File: config.mk
export PLATFORM = sky130hd
export DESIGN_NAME = axi4_rd_arbiter_flat
export DESIGN_NICKNAME = d
export VERILOG_FILES = /design/src/rtl/axi4_pkg.sv /design/src/rtl/axi4_rd_arbiter_if.sv /design/src/rtl/rr_arbiter.sv /design/src/rtl/axi4_rd_arbiter.sv /design/src/flat_wrapper.sv
export SDC_FILE = /design/constraint.sdc
export NUM_CORES = 1
export LEC_CHECK = 0
export ABC_AREA = 1
export BUFFER_PORTS_ARGS = -buffer_cell sky130_fd_sc_hd__buf_4
export CAP_MARGIN = 15
export CORE_MARGIN = 10
export CORE_UTILIZATION = 32
export DETAILED_ROUTE_END_ITERATION = 16
export PLACE_DENSITY = 0.68
export SLEW_MARGIN = 20
export SYNTH_ARGS = -nofsm -noshare
export SYNTH_HDL_FRONTEND = slang
export SYNTH_SLANG_ARGS = --single-unit
File: constraint.sdc
create_clock -name ACLK -period 3.51 [get_ports ACLK]
set_input_delay 0.5265 -clock ACLK [delete_from_list [all_inputs] [get_ports ACLK]]
set_output_delay 0.5265 -clock ACLK [all_outputs]
set_load 0.02 [all_outputs]
File: src/rtl/axi4_pkg.sv
`default_nettype none
// ============================================================================
//  Module      : axi4_pkg
//  Description : Shared AXI4 read-arbiter types and helpers.
//                - burst_e / resp_e : AXI4 burst and response encodings
//                - ar_state_e       : AR issue state machine encoding
//                - idx_w()          : width of a requester index (min 1 bit)
//  Revision    : 1.0  initial release
// ============================================================================
package axi4_pkg;

  typedef enum logic [1:0] {
    BURST_FIXED = 2'b00,
    BURST_INCR  = 2'b01,
    BURST_WRAP  = 2'b10
  } burst_e;

  typedef enum logic [1:0] {
    RESP_OKAY   = 2'b00,
    RESP_EXOKAY = 2'b01,
    RESP_SLVERR = 2'b10,
    RESP_DECERR = 2'b11
  } resp_e;

  typedef enum logic [0:0] {
    AR_IDLE  = 1'b0,
    AR_ISSUE = 1'b1
  } ar_state_e;

  // A single requester still needs a one-bit tag so the ID concatenation
  // never collapses to zero width.
  function automatic int idx_w(input int n);
    return (n <= 2) ? 1 : $clog2(n);
  endfunction

endpackage
`default_nettype wire

File: src/rtl/axi4_rd_arbiter_if.sv
`default_nettype none
// ============================================================================
//  Module      : axi4_rd_arbiter_if
//  Description : Bundles the upstream (s_*) requester read channels and the
//                downstream (m_*) AXI4 read channels of the arbiter.
//                modport master : arbiter view (drives s_AR/R responses and
//                                 the downstream AR request / R ready)
//                modport slave  : environment view (requesters + memory)
//  Revision    : 1.0  initial release
// ============================================================================
interface axi4_rd_arbiter_if #(
  parameter int NUM_REQ    = 2,
  parameter int ADDR_WIDTH = 32,
  parameter int DATA_WIDTH = 32,
  parameter int ID_WIDTH   = 4,
  parameter int IDX_W      = axi4_pkg::idx_w(NUM_REQ)
);
  // Upstream AR (one lane per requester)
  logic [NUM_REQ-1:0][ADDR_WIDTH-1:0] s_ARADDR;
  logic [NUM_REQ-1:0][7:0]            s_ARLEN;
  logic [NUM_REQ-1:0][1:0]            s_ARBURST;
  logic [NUM_REQ-1:0][ID_WIDTH-1:0]   s_ARID;
  logic [NUM_REQ-1:0]                 s_ARVALID;
  logic [NUM_REQ-1:0]                 s_ARREADY;
  // Upstream R (shared payload, per-requester handshake)
  logic [ID_WIDTH-1:0]                s_RID;
  logic [DATA_WIDTH-1:0]              s_RDATA;
  logic [1:0]                         s_RRESP;
  logic                               s_RLAST;
  logic [NUM_REQ-1:0]                 s_RVALID;
  logic [NUM_REQ-1:0]                 s_RREADY;
  // Downstream AR
  logic [ADDR_WIDTH-1:0]              m_ARADDR;
  logic [7:0]                         m_ARLEN;
  logic [1:0]                         m_ARBURST;
  logic [ID_WIDTH+IDX_W-1:0]          m_ARID;
  logic                               m_ARVALID;
  logic                               m_ARREADY;
  // Downstream R
  logic [ID_WIDTH+IDX_W-1:0]          m_RID;
  logic [DATA_WIDTH-1:0]              m_RDATA;
  logic [1:0]                         m_RRESP;
  logic                               m_RLAST;
  logic                               m_RVALID;
  logic                               m_RREADY;

  modport master (
    input  s_ARADDR, s_ARLEN, s_ARBURST, s_ARID, s_ARVALID, s_RREADY,
           m_ARREADY, m_RID, m_RDATA, m_RRESP, m_RLAST, m_RVALID,
    output s_ARREADY, s_RID, s_RDATA, s_RRESP, s_RLAST, s_RVALID,
           m_ARADDR, m_ARLEN, m_ARBURST, m_ARID, m_ARVALID, m_RREADY
  );

  modport slave (
    output s_ARADDR, s_ARLEN, s_ARBURST, s_ARID, s_ARVALID, s_RREADY,
           m_ARREADY, m_RID, m_RDATA, m_RRESP, m_RLAST, m_RVALID,
    input  s_ARREADY, s_RID, s_RDATA, s_RRESP, s_RLAST, s_RVALID,
           m_ARADDR, m_ARLEN, m_ARBURST, m_ARID, m_ARVALID, m_RREADY
  );

endinterface
`default_nettype wire

File: src/rtl/rr_arbiter.sv
`default_nettype none
// ============================================================================
//  Module      : rr_arbiter
//  Description : Combinational round-robin picker. Searches from
//                i_last_grant+1 upward (wrapping) for the first request.
//  Ports       : i_req          N-bit request vector
//                i_last_grant   index granted most recently
//                o_grant_onehot one-hot winner (zero when no request)
//                o_grant_idx    binary winner index
//                o_any          at least one request present
//  Revision    : 1.0  initial release
// ============================================================================
module rr_arbiter
  import axi4_pkg::*;
#(
  parameter int N  = 2,
  parameter int IW = idx_w(N)
) (
  input  wire logic [N-1:0]  i_req,
  input  wire logic [IW-1:0] i_last_grant,
  output logic      [N-1:0]  o_grant_onehot,
  output logic      [IW-1:0] o_grant_idx,
  output logic               o_any
);

  always_comb begin : p_pick
    int w_cand;
    w_cand         = 0;
    o_grant_onehot = '0;
    o_grant_idx    = '0;
    o_any          = 1'b0;
    // k = N revisits the last winner itself, so a lone requester keeps
    // being served.
    for (int k = 1; k <= N; k++) begin
      w_cand = int'(i_last_grant) + k;
      if (w_cand >= N) w_cand = w_cand - N;
      if (!o_any && i_req[w_cand]) begin
        o_any                  = 1'b1;
        o_grant_idx            = IW'(w_cand);
        o_grant_onehot[w_cand] = 1'b1;
      end
    end
  end

endmodule
`default_nettype wire

File: src/rtl/axi4_rd_arbiter.sv
`default_nettype none
// ============================================================================
//  Module      : axi4_rd_arbiter
//  Description : Shares one AXI4 read master between NUM_REQ requesters.
//                AR: round-robin accept in IDLE, registered issue in ISSUE,
//                requester index prepended to ARID. R: steered back per beat
//                by the ID tag, zero latency. Per-requester outstanding burst
//                counters throttle eligibility at MAX_OUTST.
//  Ports       : ACLK, ARESETn  clock / synchronous active-low reset
//                bus            arbiter view of axi4_rd_arbiter_if
//                err_bad_rid    pulse the cycle after an R beat whose tag is
//                               out of range or retires a burst never issued
//  Revision    : 1.0  initial release
// ============================================================================
module axi4_rd_arbiter
  import axi4_pkg::*;
#(
  parameter int NUM_REQ    = 2,
  parameter int ADDR_WIDTH = 32,
  parameter int DATA_WIDTH = 32,
  parameter int ID_WIDTH   = 4,
  parameter int MAX_OUTST  = 4
) (
  input  wire logic          ACLK,
  input  wire logic          ARESETn,
  axi4_rd_arbiter_if.master  bus,
  output logic               err_bad_rid
);

  localparam int         IDX_W       = idx_w(NUM_REQ);
  localparam int         MID_W       = ID_WIDTH + IDX_W;
  localparam logic [3:0] c_MAX_OUTST = 4'(MAX_OUTST);

  ar_state_e                   r_state, w_state_nxt;
  logic [IDX_W-1:0]            r_last_grant;
  logic [ADDR_WIDTH-1:0]       r_araddr;
  logic [7:0]                  r_arlen;
  logic [1:0]                  r_arburst;
  logic [MID_W-1:0]            r_arid;
  logic [NUM_REQ-1:0][3:0]     r_outst;
  logic                        r_err;

  logic [NUM_REQ-1:0]          w_eligible, w_grant_oh, w_inc, w_dec;
  logic [IDX_W-1:0]            w_grant_idx, w_rtag;
  logic                        w_any, w_accept, w_ar_hs, w_rlast_hs, w_rtag_ok, w_err;

  // ---------------------------------------------------------------- AR path
  always_comb begin
    for (int i = 0; i < NUM_REQ; i++)
      w_eligible[i] = bus.s_ARVALID[i] && (r_outst[i] < c_MAX_OUTST);
  end

  rr_arbiter #(.N(NUM_REQ), .IW(IDX_W)) u_rr (
    .i_req          (w_eligible),
    .i_last_grant   (r_last_grant),
    .o_grant_onehot (w_grant_oh),
    .o_grant_idx    (w_grant_idx),
    .o_any          (w_any)
  );

  always_comb begin
    w_state_nxt = r_state;
    w_accept    = 1'b0;
    case (r_state)
      AR_IDLE: begin
        // An accept while reset is held would be silently discarded.
        if (w_any && ARESETn) begin
          w_accept    = 1'b1;
          w_state_nxt = AR_ISSUE;
        end
      end
      AR_ISSUE: begin
        if (bus.m_ARREADY) w_state_nxt = AR_IDLE;
      end
      default: w_state_nxt = AR_IDLE;
    endcase
  end

  assign bus.s_ARREADY = w_accept ? w_grant_oh : '0;
  assign bus.m_ARVALID = (r_state == AR_ISSUE);
  assign bus.m_ARADDR  = r_araddr;
  assign bus.m_ARLEN   = r_arlen;
  assign bus.m_ARBURST = r_arburst;
  assign bus.m_ARID    = r_arid;
  assign w_ar_hs       = bus.m_ARVALID && bus.m_ARREADY;

  // ----------------------------------------------------------------- R path
  assign w_rtag      = bus.m_RID[MID_W-1:ID_WIDTH];
  assign w_rtag_ok   = (int'(w_rtag) < NUM_REQ);
  assign bus.s_RID   = bus.m_RID[ID_WIDTH-1:0];
  assign bus.s_RDATA = bus.m_RDATA;
  assign bus.s_RRESP = bus.m_RRESP;
  assign bus.s_RLAST = bus.m_RLAST;

  always_comb begin
    bus.s_RVALID = '0;
    bus.m_RREADY = 1'b1;  // out-of-range tags are sunk
    if (w_rtag_ok) begin
      bus.s_RVALID[w_rtag] = bus.m_RVALID;
      bus.m_RREADY         = bus.s_RREADY[w_rtag];
    end
  end

  assign w_rlast_hs = bus.m_RVALID && bus.m_RREADY && bus.m_RLAST;

  always_comb begin
    for (int i = 0; i < NUM_REQ; i++) begin
      w_inc[i] = w_ar_hs && (r_arid[MID_W-1:ID_WIDTH] == IDX_W'(i));
      w_dec[i] = w_rlast_hs && (w_rtag == IDX_W'(i));
    end
  end

  always_comb begin
    w_err = 1'b0;
    if (bus.m_RVALID && bus.m_RREADY) begin
      if (!w_rtag_ok)
        w_err = 1'b1;
      else if (bus.m_RLAST && (r_outst[w_rtag] == 4'd0))
        w_err = 1'b1;
    end
  end

  assign err_bad_rid = r_err;

  // -------------------------------------------------------------- registers
  always_ff @(posedge ACLK) begin
    if (!ARESETn) begin
      r_state      <= AR_IDLE;
      r_last_grant <= IDX_W'(NUM_REQ - 1);
      r_araddr     <= '0;
      r_arlen      <= '0;
      r_arburst    <= '0;
      r_arid       <= '0;
      r_outst      <= '0;
      r_err        <= 1'b0;
    end else begin
      r_state <= w_state_nxt;
      r_err   <= w_err;
      if (w_accept) begin
        r_last_grant <= w_grant_idx;
        r_araddr     <= bus.s_ARADDR[w_grant_idx];
        r_arlen      <= bus.s_ARLEN[w_grant_idx];
        r_arburst    <= bus.s_ARBURST[w_grant_idx];
        r_arid       <= {w_grant_idx, bus.s_ARID[w_grant_idx]};
      end
      for (int i = 0; i < NUM_REQ; i++) begin
        if (w_inc[i] && !w_dec[i])
          r_outst[i] <= r_outst[i] + 4'd1;
        else if (w_dec[i] && !w_inc[i] && (r_outst[i] != 4'd0))
          r_outst[i] <= r_outst[i] - 4'd1;
      end
    end
  end

endmodule
`default_nettype wire
File: src/flat_wrapper.sv
// flat-port wrapper written by rule: the top's interface ports become plain ports
module axi4_rd_arbiter_flat import axi4_pkg::*;
#(
  parameter int NUM_REQ    = 2,
  parameter int ADDR_WIDTH = 32,
  parameter int DATA_WIDTH = 32,
  parameter int ID_WIDTH   = 4,
  parameter int MAX_OUTST  = 4
)
  (ACLK, ARESETn, err_bad_rid, bus_s_ARADDR, bus_s_ARLEN, bus_s_ARBURST, bus_s_ARID, bus_s_ARVALID, bus_s_RREADY, bus_m_ARREADY, bus_m_RID, bus_m_RDATA, bus_m_RRESP, bus_m_RLAST, bus_m_RVALID, bus_s_ARREADY, bus_s_RID, bus_s_RDATA, bus_s_RRESP, bus_s_RLAST, bus_s_RVALID, bus_m_ARADDR, bus_m_ARLEN, bus_m_ARBURST, bus_m_ARID, bus_m_ARVALID, bus_m_RREADY);
  axi4_rd_arbiter_if #(.NUM_REQ(NUM_REQ), .ADDR_WIDTH(ADDR_WIDTH), .DATA_WIDTH(DATA_WIDTH), .ID_WIDTH(ID_WIDTH)) bus_i ();
  input  wire logic ACLK;
  input  wire logic ARESETn;
  output logic err_bad_rid;
  input wire logic [$bits(bus_i.s_ARADDR)-1:0] bus_s_ARADDR;
  input wire logic [$bits(bus_i.s_ARLEN)-1:0] bus_s_ARLEN;
  input wire logic [$bits(bus_i.s_ARBURST)-1:0] bus_s_ARBURST;
  input wire logic [$bits(bus_i.s_ARID)-1:0] bus_s_ARID;
  input wire logic [$bits(bus_i.s_ARVALID)-1:0] bus_s_ARVALID;
  input wire logic [$bits(bus_i.s_RREADY)-1:0] bus_s_RREADY;
  input wire logic [$bits(bus_i.m_ARREADY)-1:0] bus_m_ARREADY;
  input wire logic [$bits(bus_i.m_RID)-1:0] bus_m_RID;
  input wire logic [$bits(bus_i.m_RDATA)-1:0] bus_m_RDATA;
  input wire logic [$bits(bus_i.m_RRESP)-1:0] bus_m_RRESP;
  input wire logic [$bits(bus_i.m_RLAST)-1:0] bus_m_RLAST;
  input wire logic [$bits(bus_i.m_RVALID)-1:0] bus_m_RVALID;
  output wire logic [$bits(bus_i.s_ARREADY)-1:0] bus_s_ARREADY;
  output wire logic [$bits(bus_i.s_RID)-1:0] bus_s_RID;
  output wire logic [$bits(bus_i.s_RDATA)-1:0] bus_s_RDATA;
  output wire logic [$bits(bus_i.s_RRESP)-1:0] bus_s_RRESP;
  output wire logic [$bits(bus_i.s_RLAST)-1:0] bus_s_RLAST;
  output wire logic [$bits(bus_i.s_RVALID)-1:0] bus_s_RVALID;
  output wire logic [$bits(bus_i.m_ARADDR)-1:0] bus_m_ARADDR;
  output wire logic [$bits(bus_i.m_ARLEN)-1:0] bus_m_ARLEN;
  output wire logic [$bits(bus_i.m_ARBURST)-1:0] bus_m_ARBURST;
  output wire logic [$bits(bus_i.m_ARID)-1:0] bus_m_ARID;
  output wire logic [$bits(bus_i.m_ARVALID)-1:0] bus_m_ARVALID;
  output wire logic [$bits(bus_i.m_RREADY)-1:0] bus_m_RREADY;
  assign bus_i.s_ARADDR = bus_s_ARADDR;
  assign bus_i.s_ARLEN = bus_s_ARLEN;
  assign bus_i.s_ARBURST = bus_s_ARBURST;
  assign bus_i.s_ARID = bus_s_ARID;
  assign bus_i.s_ARVALID = bus_s_ARVALID;
  assign bus_i.s_RREADY = bus_s_RREADY;
  assign bus_i.m_ARREADY = bus_m_ARREADY;
  assign bus_i.m_RID = bus_m_RID;
  assign bus_i.m_RDATA = bus_m_RDATA;
  assign bus_i.m_RRESP = bus_m_RRESP;
  assign bus_i.m_RLAST = bus_m_RLAST;
  assign bus_i.m_RVALID = bus_m_RVALID;
  assign bus_s_ARREADY = bus_i.s_ARREADY;
  assign bus_s_RID = bus_i.s_RID;
  assign bus_s_RDATA = bus_i.s_RDATA;
  assign bus_s_RRESP = bus_i.s_RRESP;
  assign bus_s_RLAST = bus_i.s_RLAST;
  assign bus_s_RVALID = bus_i.s_RVALID;
  assign bus_m_ARADDR = bus_i.m_ARADDR;
  assign bus_m_ARLEN = bus_i.m_ARLEN;
  assign bus_m_ARBURST = bus_i.m_ARBURST;
  assign bus_m_ARID = bus_i.m_ARID;
  assign bus_m_ARVALID = bus_i.m_ARVALID;
  assign bus_m_RREADY = bus_i.m_RREADY;
  axi4_rd_arbiter #(.NUM_REQ(NUM_REQ), .ADDR_WIDTH(ADDR_WIDTH), .DATA_WIDTH(DATA_WIDTH), .ID_WIDTH(ID_WIDTH), .MAX_OUTST(MAX_OUTST)) u_core (.ACLK(ACLK), .ARESETn(ARESETn), .bus(bus_i), .err_bad_rid(err_bad_rid));
endmodule
After elaboration in Yosys (flattened, before gate mapping)
Index checks and enable logic that the tools add are counted.
- $lt $le $gt $ge: 11
- multiplexer cells: 42
- add/subtract/negate cells: 8
- reductions and logical operators: 32
- bitwise logic cells: 5
- operators by type and width (operator ; count):
    $mux 32 ; 4
    $ge 32x1->1 const B ; 2
    $lt 32x3->1 const B ; 2
    $ge 32x3->1 const B ; 1
    $mux 4 ; 8
    $sub 32x3->32 const B ; 1
    $logic_and 1x1->1 ; 21
    $mux 1 ; 19
    $mux 8 ; 2
    $mux 2 ; 5
    $add 4x1->4 const B ; 2
    $lt 4x3->1 const B ; 2
    $reduce_bool 4->1 ; 2
    $sub 4x1->4 const B ; 2
    $logic_not 1->1 ; 5
    $logic_not 4->1 ; 1
    $lt 1x2->1 const B ; 2
    $reduce_bool 2->1 ; 2
    $sub 3x2->4 const B ; 1
    $add 1x2->3 const B ; 1
    $demux 1 s1 ; 3
    $ge 3x2->1 const B ; 1
    $not 1->1 ; 3
    $add 1x1->2 const B ; 1
    5 further kinds ; 5
- output and inout bits: 93
- logic and storage cells: 107
- input bits: 140
- register bits: 58

Longest topological paths before layout
Gate-level depths: netlist of run 1.
- word-level depth: 14
- depth in mapped cells: 12
- gate-level depth less buffers: 12

Modules after synthesis
A second synthesis of run 1 with hierarchy kept.
- cell total of the unflattened synthesis: 420
- area total of the unflattened synthesis: 3052.9 sq um
- by module, submodules not included (module ; instances ; cells each ; area each (sq um) ; seq. area each (sq um)):
    axi4_rd_arbiter ; 1 ; 413 ; 3022.9 ; 1161.1
    rr_arbiter ; 1 ; 7 ; 30.0 ; 0.0

Worst setup path after synthesis of run 1
Ideal clock, no wire load.
- kind: input-to-output
- start point: input port ARESETn
- end point: output port bus_s_ARREADY[0]
- buffers on the path: 1
- arrival time: 1.431 ns
- data required time: 2.984 ns
- slack: 1.552 ns
- stages: 3
- path through: buf_4 -> inv_4 -> nor4_1
- word-level cells in the longest chain between the ends: 4
- ends and longest elaborated chain (element ; RTL line ; RTL):
    from (decl) ; flat_wrapper.sv:13 ; input wire logic ARESETn;
    $logic_and 1x1->1 ; axi4_rd_arbiter.sv:67 ; if (w_any && ARESETn) begin
    $mux 1 ; axi4_rd_arbiter.sv:67 ;
    $mux 1 ; axi4_rd_arbiter.sv:64 ; case (r_state)
    $mux 2 ; axi4_rd_arbiter.sv:79 ; assign bus.s_ARREADY = w_accept ? w_grant_oh : '0;
    to (decl) ; flat_wrapper.sv:27 ; output wire logic [$bits(bus_i.s_ARREADY)-1:0] bus_s_ARREADY;
No other way between the ends.

Worst setup path in the final report of run 1
- start point: register u_core.r_outst[7] (netlist bit)
- end point: output port bus_s_ARREADY[1]
- word-level cells in the longest chain between the ends: 13
- elaborated cells between the ends (all ways): 19
- those cells by class: order compare: 1; mux: 13; bitwise: 1; reduce/logical: 4
- ends and longest elaborated chain (element ; RTL line ; RTL):
    from (decl) ; axi4_rd_arbiter.sv:40 ; logic [NUM_REQ-1:0][3:0] r_outst;
    from (signal, indexed assignment) ; axi4_rd_arbiter.sv:148 ; r_outst[i] <= r_outst[i] + 4'd1;
    from (signal, indexed assignment) ; axi4_rd_arbiter.sv:150 ; r_outst[i] <= r_outst[i] - 4'd1;
    $lt 4x3->1 (*) ; axi4_rd_arbiter.sv:50 ; w_eligible[i] = bus.s_ARVALID[i] && (r_outst[i] < c_MAX_OUTST);
    $logic_and 1x1->1 (*) ; axi4_rd_arbiter.sv:50 ;
    $mux 1 (not written as such) (3 in a row) ; rr_arbiter.sv:37 ; if (!o_any && i_req[w_cand]) begin
    $mux 1 ; rr_arbiter.sv:37 ;
    $logic_not 1->1 ; rr_arbiter.sv:37 ;
    $logic_and 1x1->1 ; rr_arbiter.sv:37 ;
    $mux 1 ; rr_arbiter.sv:37 ;
    $logic_and 1x1->1 ; axi4_rd_arbiter.sv:67 ;
    $mux 1 ; axi4_rd_arbiter.sv:67 ;
    $mux 1 ; axi4_rd_arbiter.sv:64 ;
    $mux 2 (*) ; axi4_rd_arbiter.sv:79 ;
Every way passes the cells marked *; elsewhere a longest branch is shown, timed or not. The select of a mux whose other input is x is not followed.

==> impl_results.md, run 1 <==
- Post-CTS setup buffers: 0
- Max Clock Freq: roughly 0.41 GHz
- Area grow syn2layout: 29.0%
- # rows: 39
- Initial antenna violation count: 0
- Worst-Margin Slew: 0.700 ns
- Remaining DRCs: 0
- Slew HR: 0.533
- Final hold vios: 0
- Worst setup EP type: output port
- NetSw: 778 uW
- Core Region: 11500 sq um
- Syn Nets: 709
- Cell Area, Synth: 3810 sq um
- RSZ-0062 raised after global routing: no
- Most frequent cells in the layout: nand2_1 (225), buf_4 (160), inv_1 (64), dfxtp_1 (58), nand2_2 (34)
- Most used flip-flop cell after synthesis: dfxtp_1
- Number of port buffers: ~160
- DRT iter0 DRCs: 145
- Die Ht: 129 um
- Post-DR vias/cell: ~4.3
- Async set-reset flop share out of synthesis: 0
- Worst Hold Path Cells: 2
- Post-synthesis register bit count: between 50 and 60
- Final ANT Viol Nets: 0
- Switching Fraction: 0.331
- Clock power share: 0.343
- Critical Path Fanout Max: 47
- Fraction of layout cells with a size suffix above 1: 0.367
- CP Launch Type: flip-flop
- CP startpoint: u_core.r_outst[7]
- Status: complete, no violations
- Detailed Routing Iterations Pass 1: 4
- Avg WL per Cell: 13.4 um
- Total Power: 2.35 mW
- R2R Setup Slk: around 1.5 ns
- WL final: 10900 um
- Clock H-tree levels: 3
- Initial Utilization: 0.331
- Worst VDD drop: 0.270 mV
- Leakage Power: 2.79 nW
- Layout Skew: 0.00420 ns
- Sequential share of power: 0.345
- Cts hold-fix bufs: 0
- Final core utilization: 0.427
- Final setup viols: 0
- Hold Crit Class: primary input to flip-flop
- Dpl hpwl: 7970 um
- R2R Path Start: u_core.bus.m_ARVALID
- Total global-route track usage: 0.127
- I/O pin total: 233
- Post-Syn Instances: 563
- Capturing point of the worst reg2reg path: u_core.r_outst[3]
- Post-synthesis average cell area: roughly 6.8 sq um
- Resized cells post-CTS: 0
- Synth warnings: 0
- CTS sink count: 58
- Final Max Slew Viols: 0
- Vias: 3510
- Placed inst area: 4650 sq um
- Total grt overflow: 0
- DIE AREA: 16700 sq um
- Antenna fix cells: 0
- Total CTS buffers: 9
- Worst Min Path Start: bus_m_RID[4]
- Pwr per Cell Area: 478 nW/um^2
- Max cap viols: 0
- FF-to-FF path depth: 10
- Final Wtd Congestion: 0.752
- Number of global-route vias before repair: 3407
- Worst-path clk slew: 0.05 ns
- Width of the chip: 129 um
- Clk root buf: clkbuf_16
- Largest net degree at the start of global routing: 55
- Internal power: roughly 1.6 mW
- Post-route cell area: 4920 sq um
- TritonCTS clock tree: done
- Crit path DAT: between 1.5 and 2 ns
- Worst EP required: ~3 ns
- Post-synthesis sequential area ratio: 0.305
- Crit path kind: flip-flop to output port
- Period utilization: 0.693
- Setup TNS: 0 ns
- Final min period: 2.43 ns
- Synth cell types: 30
- Clock latency on the worst-skew pair: between 0.3 and 0.4 ns
- Final layout net count: around 820
- Hold Path End: u_core.err_bad_rid
- Global-route wire length before repair: 17100 um
- Number of synthesized flops with an enable pin: 0
- Power share of the combinational group: 0.313
- Clock buffer depth: 2
- Commonest non-fill, non-tap cell in the layout: nand2_1
## power groups by stage
stage / clock network [mW] / logic [mW] / registers, mW
floorplan: 0 / 0.432 / 0.928
global placement: 0 / 0.748 / 0.819
detailed placement: 0 / 0.749 / 0.823
CTS: 0.833 / 0.751 / 0.811
global route: 0.858 / 0.817 / 0.824
finish: 0.805 / 0.735 / 0.811
## worst max-delay path by stage
stage          slack, ns  cells after the start          endpoint
6_report            1.08                      8  bus_s_ARREADY[1]
3_3_place_gp        0.86                      7  bus_s_ARREADY[1]
4_1_cts             1.02                      8  bus_s_ARREADY[1]
2_1_floorplan       1.55                      3  bus_s_ARREADY[0]
3_5_place_dp        1.22                      8  bus_s_ARREADY[1]
5_1_grt             0.90                      8  bus_s_ARREADY[1]
## cell usage after synthesis, types with 2 or more instances
library cell  count  area, sq um
nand2_1         225          845
inv_1            64          240
dfxtp_1          58         1160
buf_4            44          330
nand2_2          34          213
nand3_1          30          150
nand3_2          30          300
nor2_1           23         86.3
a21oi_1           6         30.0
clkbuf_1          6         22.5
o21ai_0           6         30.0
buf_12            5          100
buf_2             4         20.0
buf_6             4         45.0
ha_1              4         50.1
buf_8             2         30.0
fa_1              2         40.0
inv_2             2         7.51
nor2_2            2         12.5
nor2_4            2         22.5
## per-stage QoR
step | hold slack, ns | setup slack (ns) | cells
final | 0.437 | 1.08 | 816
after global routing | 0.429 | 0.899 | 816
after CTS | 0.420 | 1.02 | 816
after detailed placement | 0.510 | 1.22 | 801
after global placement | 0.512 | 0.855 | 801
after floorplan | 0.479 | 1.55 | 563
## registers in the layout (all words and copies together) (netlist names)
name / count
u_core.bus.m_ARADDR: 32
u_core.bus.m_ARBURST: 2
u_core.bus.m_ARID: 5
u_core.bus.m_ARLEN: 8
u_core.bus.m_ARVALID: 1
u_core.err_bad_rid: 1
u_core.r_last_grant: 1
u_core.r_outst: 8
## worst max-delay path, cell delays in order, from the launching register on
cell      delay (ns)
dfxtp_1         0.31
nor2_2          0.14
nand2_2         0.09
clkinv_1        0.06
nand2_2         0.07
inv_4           0.50
nand2_1         0.20
inv_1           0.09
buf_4           0.13
## final cells by class
class | count | area (sq um)
Clock buffer | 12 | 256
Multi-Input combinational cell | 372 | 1840
Sequential cell | 58 | 1160
Tap cell | 143 | 179
Clock inverter | 3 | 15.0
Timing Repair Buffer | 160 | 1200
Inverter | 68 | 260
Fill cell | 1238 | 6600
## kinds of logic after synthesis
kind of cell	share of synthesized area
DFF	0.305
xor gates and xnor gates	0.00460
AOI/OAI and AO/OA	0.0220
buffers and inverters	0.211
and+or+nand+nor	0.434
adders and majority gates	0.0236
## layer usage
layer	vias up	part of all wire	global-route usage
met3	9	0.10	0.0689
met1	1511	0.41	0.140
met2	131	0.47	0.211
li1	1859	-	-
met5	-	0	0
met4	0	0.011	0.0314
(Power assumes the default switching activity.)
==> inputs of run 2 (changes only) <==
--- a/config.mk
+++ b/config.mk
@@ -11,7 +11,7 @@
 export CORE_MARGIN = 10
 export CORE_UTILIZATION = 32
 export DETAILED_ROUTE_END_ITERATION = 16
-export PLACE_DENSITY = 0.68
+export PLACE_DENSITY = 0.71
 export SLEW_MARGIN = 20
 export SYNTH_ARGS = -nofsm -noshare
 export SYNTH_HDL_FRONTEND = slang
==> constraint.sdc (replaced) <==
create_clock -name ACLK -period 2.1 [get_ports ACLK]
set_input_delay 0.315 -clock ACLK [delete_from_list [all_inputs] [get_ports ACLK]]
set_output_delay 0.315 -clock ACLK [all_outputs]
set_load 0.02 [all_outputs]
==> impl_results.md, run 2 (synthesis results as in run 1) <==
- Final Non-Filler Cells: 820
- Vias: 3517
- R2R Path Start: u_core.bus.m_ARID[4]
- Capturing point of the worst reg2reg path: u_core.r_outst[7]
- Global-route wire length before repair: 16700 um
- Final hold vios: 0
- Worst setup EP type: flip-flop
- Detailed Routing Iterations Pass 1: 4
- Worst EP required: 2.32 ns
- CP Launch Type: flip-flop
- Number of fill cells: 1195
- Total CTS buffers: 9
- RSZ-0062 raised after global routing: no
- Commonest non-fill, non-tap cell in the layout: nand2_1
- Final ANT Viol Nets: 0
- Clock H-tree levels: 3
- Met1 WL: between 4000 and 5000 um
- Max cap viols: 0
- Crit path kind: flip-flop to flip-flop
- Die Ht: 129 um
- Fraction of layout cells with a size suffix above 1: 0.372
- Hold Path End: u_core.err_bad_rid
- Crit path DAT: 2.02 ns
- Wire length on met3: 895 um
- Area grow syn2layout: 31.5%
- Critical Path Fanout Max: 5
- Remaining DRCs: 0
- Setup TNS: 0 ns
- Total global-route track usage: 0.125
- Leakage Power: 2.84 nW
- Core Region: ~12000 sq um
- Layout Skew: ~0.0065 ns
- Top sig layer: met5
- Post-route cell area: roughly 5000 sq um
- Number of port buffers: between 150 and 200
- Cts hold-fix bufs: 0
- Width of the chip: approximately 130 um
- Number of global-route vias before repair: 3376
- Multi-input logic area: 1840 sq um
- Hold Crit Class: primary input to flip-flop
- Total Power: between 4 and 5 mW
- Total grt overflow: 0
- Final Max Slew Viols: 0
- Pwr per Cell Area: 848 nW/um^2
- I/O pin total: between 200 and 250
- # rows: 39
- Post-CTS setup buffers: 0
- Final Wtd Congestion: 0.796
- Clock buffer depth: 2
- Crit-path cells: nand3_1 > nor2_1 > inv_1 > ha_1 > nand2_1 > nand2_1 > nor2_1 > nand3_1 > a21oi_1 > nor2_1
- Slowest stage delay, CP: 0.41 ns
- Worst Min Path Start: bus_m_RID[4]
- Dpl hpwl: 7800 um
- TritonCTS clock tree: done
- DRT iter0 DRCs: about 110
- Initial antenna violation count: 1
- Worst-Margin Slew: 0.658 ns
- R2R Setup Slk: 0.29 ns
- Max Clock Freq: 0.554 GHz
- Period utilization: 0.860
- Slew HR: 0.561
- Register Area: ~1200 sq um
- Post-DR vias/cell: around 4.3
- DIE AREA: 16700 sq um
- WL final: 10600 um
- Slowest library cell on the worst path: dfxtp_1
- FF-to-FF path depth: 10
- Worst-path clk slew: 0.05 ns
- Final core utilization: 0.435
- Final min period: roughly 1.8 ns
- Final layout net count: 818
- CTS sink count: just under 60
- Crit-path most repeated cell: nor2_1
- Met2 wire len: 4910 um
- Worst Path Buf+Inv: 1
- Worst VDD drop: 0.470 mV
- Status: complete, no violations
- Number of flip-flops in the largest register: 32
- Antenna fix cells: 0
- Placed inst area: 4680 sq um
- Clk root buf: clkbuf_16
- Delay-heaviest family, CP: simple AND/OR/NAND/NOR gates
- Worst Hold Path Cells: 2
- Final setup viols: 0
- Clock latency on the worst-skew pair: ~0.32 ns
- Largest net degree at the start of global routing: 55
- DP Cell Count: 804
- Most frequent cells in the layout: nand2_1 (225), buf_4 (162), inv_1 (64), dfxtp_1 (57), nand2_2 (34)
- Avg WL per Cell: 12.9 um
- Initial Utilization: 0.331
-- run 2: cell types whose count changed in the layout (fill, tap and decap cells not counted), sizes merged --
cell / change
buf: +3
bufinv: +3
clkbuf: -2
-- run 2: final cells by class --
type / count / area share
Sequential cell: 58 / 0.232
Multi-Input combinational cell: 372 / 0.368
Inverter: 68 / 0.0514
Clock buffer: 10 / 0.0457
Clock inverter: 6 / 0.0210
Timing Repair Buffer: 163 / 0.247
Tap cell: 143 / 0.0357
-- run 2: per-layer routing --
layer  vias up  global-route usage
met3        15              0.0493
met1      1520               0.143
met4         2              0.0508
met5         -                   0
met2       110               0.204
li1       1870                   -
-- run 2: worst max-delay path by stage --
stage | startpoint | to | slack (ns) | cells after the start
2_1_floorplan | u_core.bus.m_ARVALID | u_core.r_outst[3] | 0.20 | 10
3_3_place_gp | u_core.bus.m_ARVALID | u_core.r_outst[7] | 0.24 | 10
3_5_place_dp | u_core.bus.m_ARVALID | u_core.r_outst[7] | 0.19 | 10
4_1_cts | u_core.bus.m_ARVALID | u_core.r_outst[7] | 0.18 | 10
5_1_grt | u_core.bus.m_ARID[4] | u_core.r_outst[7] | 0.03 | 10
6_report | u_core.bus.m_ARID[4] | u_core.r_outst[7] | 0.29 | 10
-- run 2: worst reg2reg max path: stages, from the launching register on --
cell and delay, ns:
dfxtp_1 0.41, nand3_1 0.16, nor2_1 0.17, inv_1 0.11, ha_1 0.33, nand2_1 0.08, nand2_1 0.06, nor2_1 0.10
nand3_1 0.10, a21oi_1 0.13, nor2_1 0.05
-- run 2: where the power goes --
| group | switching, mW | internal, mW | leakage (nW) |
|---|---|---|---|
| logic | 0.707 | 0.526 | 2.19 |
| registers | 0.0897 | 1.26 | 0.483 |
| clock network | 0.510 | 1.15 | 0.166 |
-- run 2: what timing repair did --
action                     in CTS  in global routing
resized for setup               0                  2
hold endpoints to repair        0                  0
setup endpoints to repair       0                  1
-- run 2: through the flow --
stage               setup WS [ns]  hold slack (ns)
floorplan                   0.196            0.408
global placement            0.236            0.508
detailed placement          0.195            0.510
CTS                         0.176            0.200
global route               0.0260            0.210
finish                      0.293            0.215
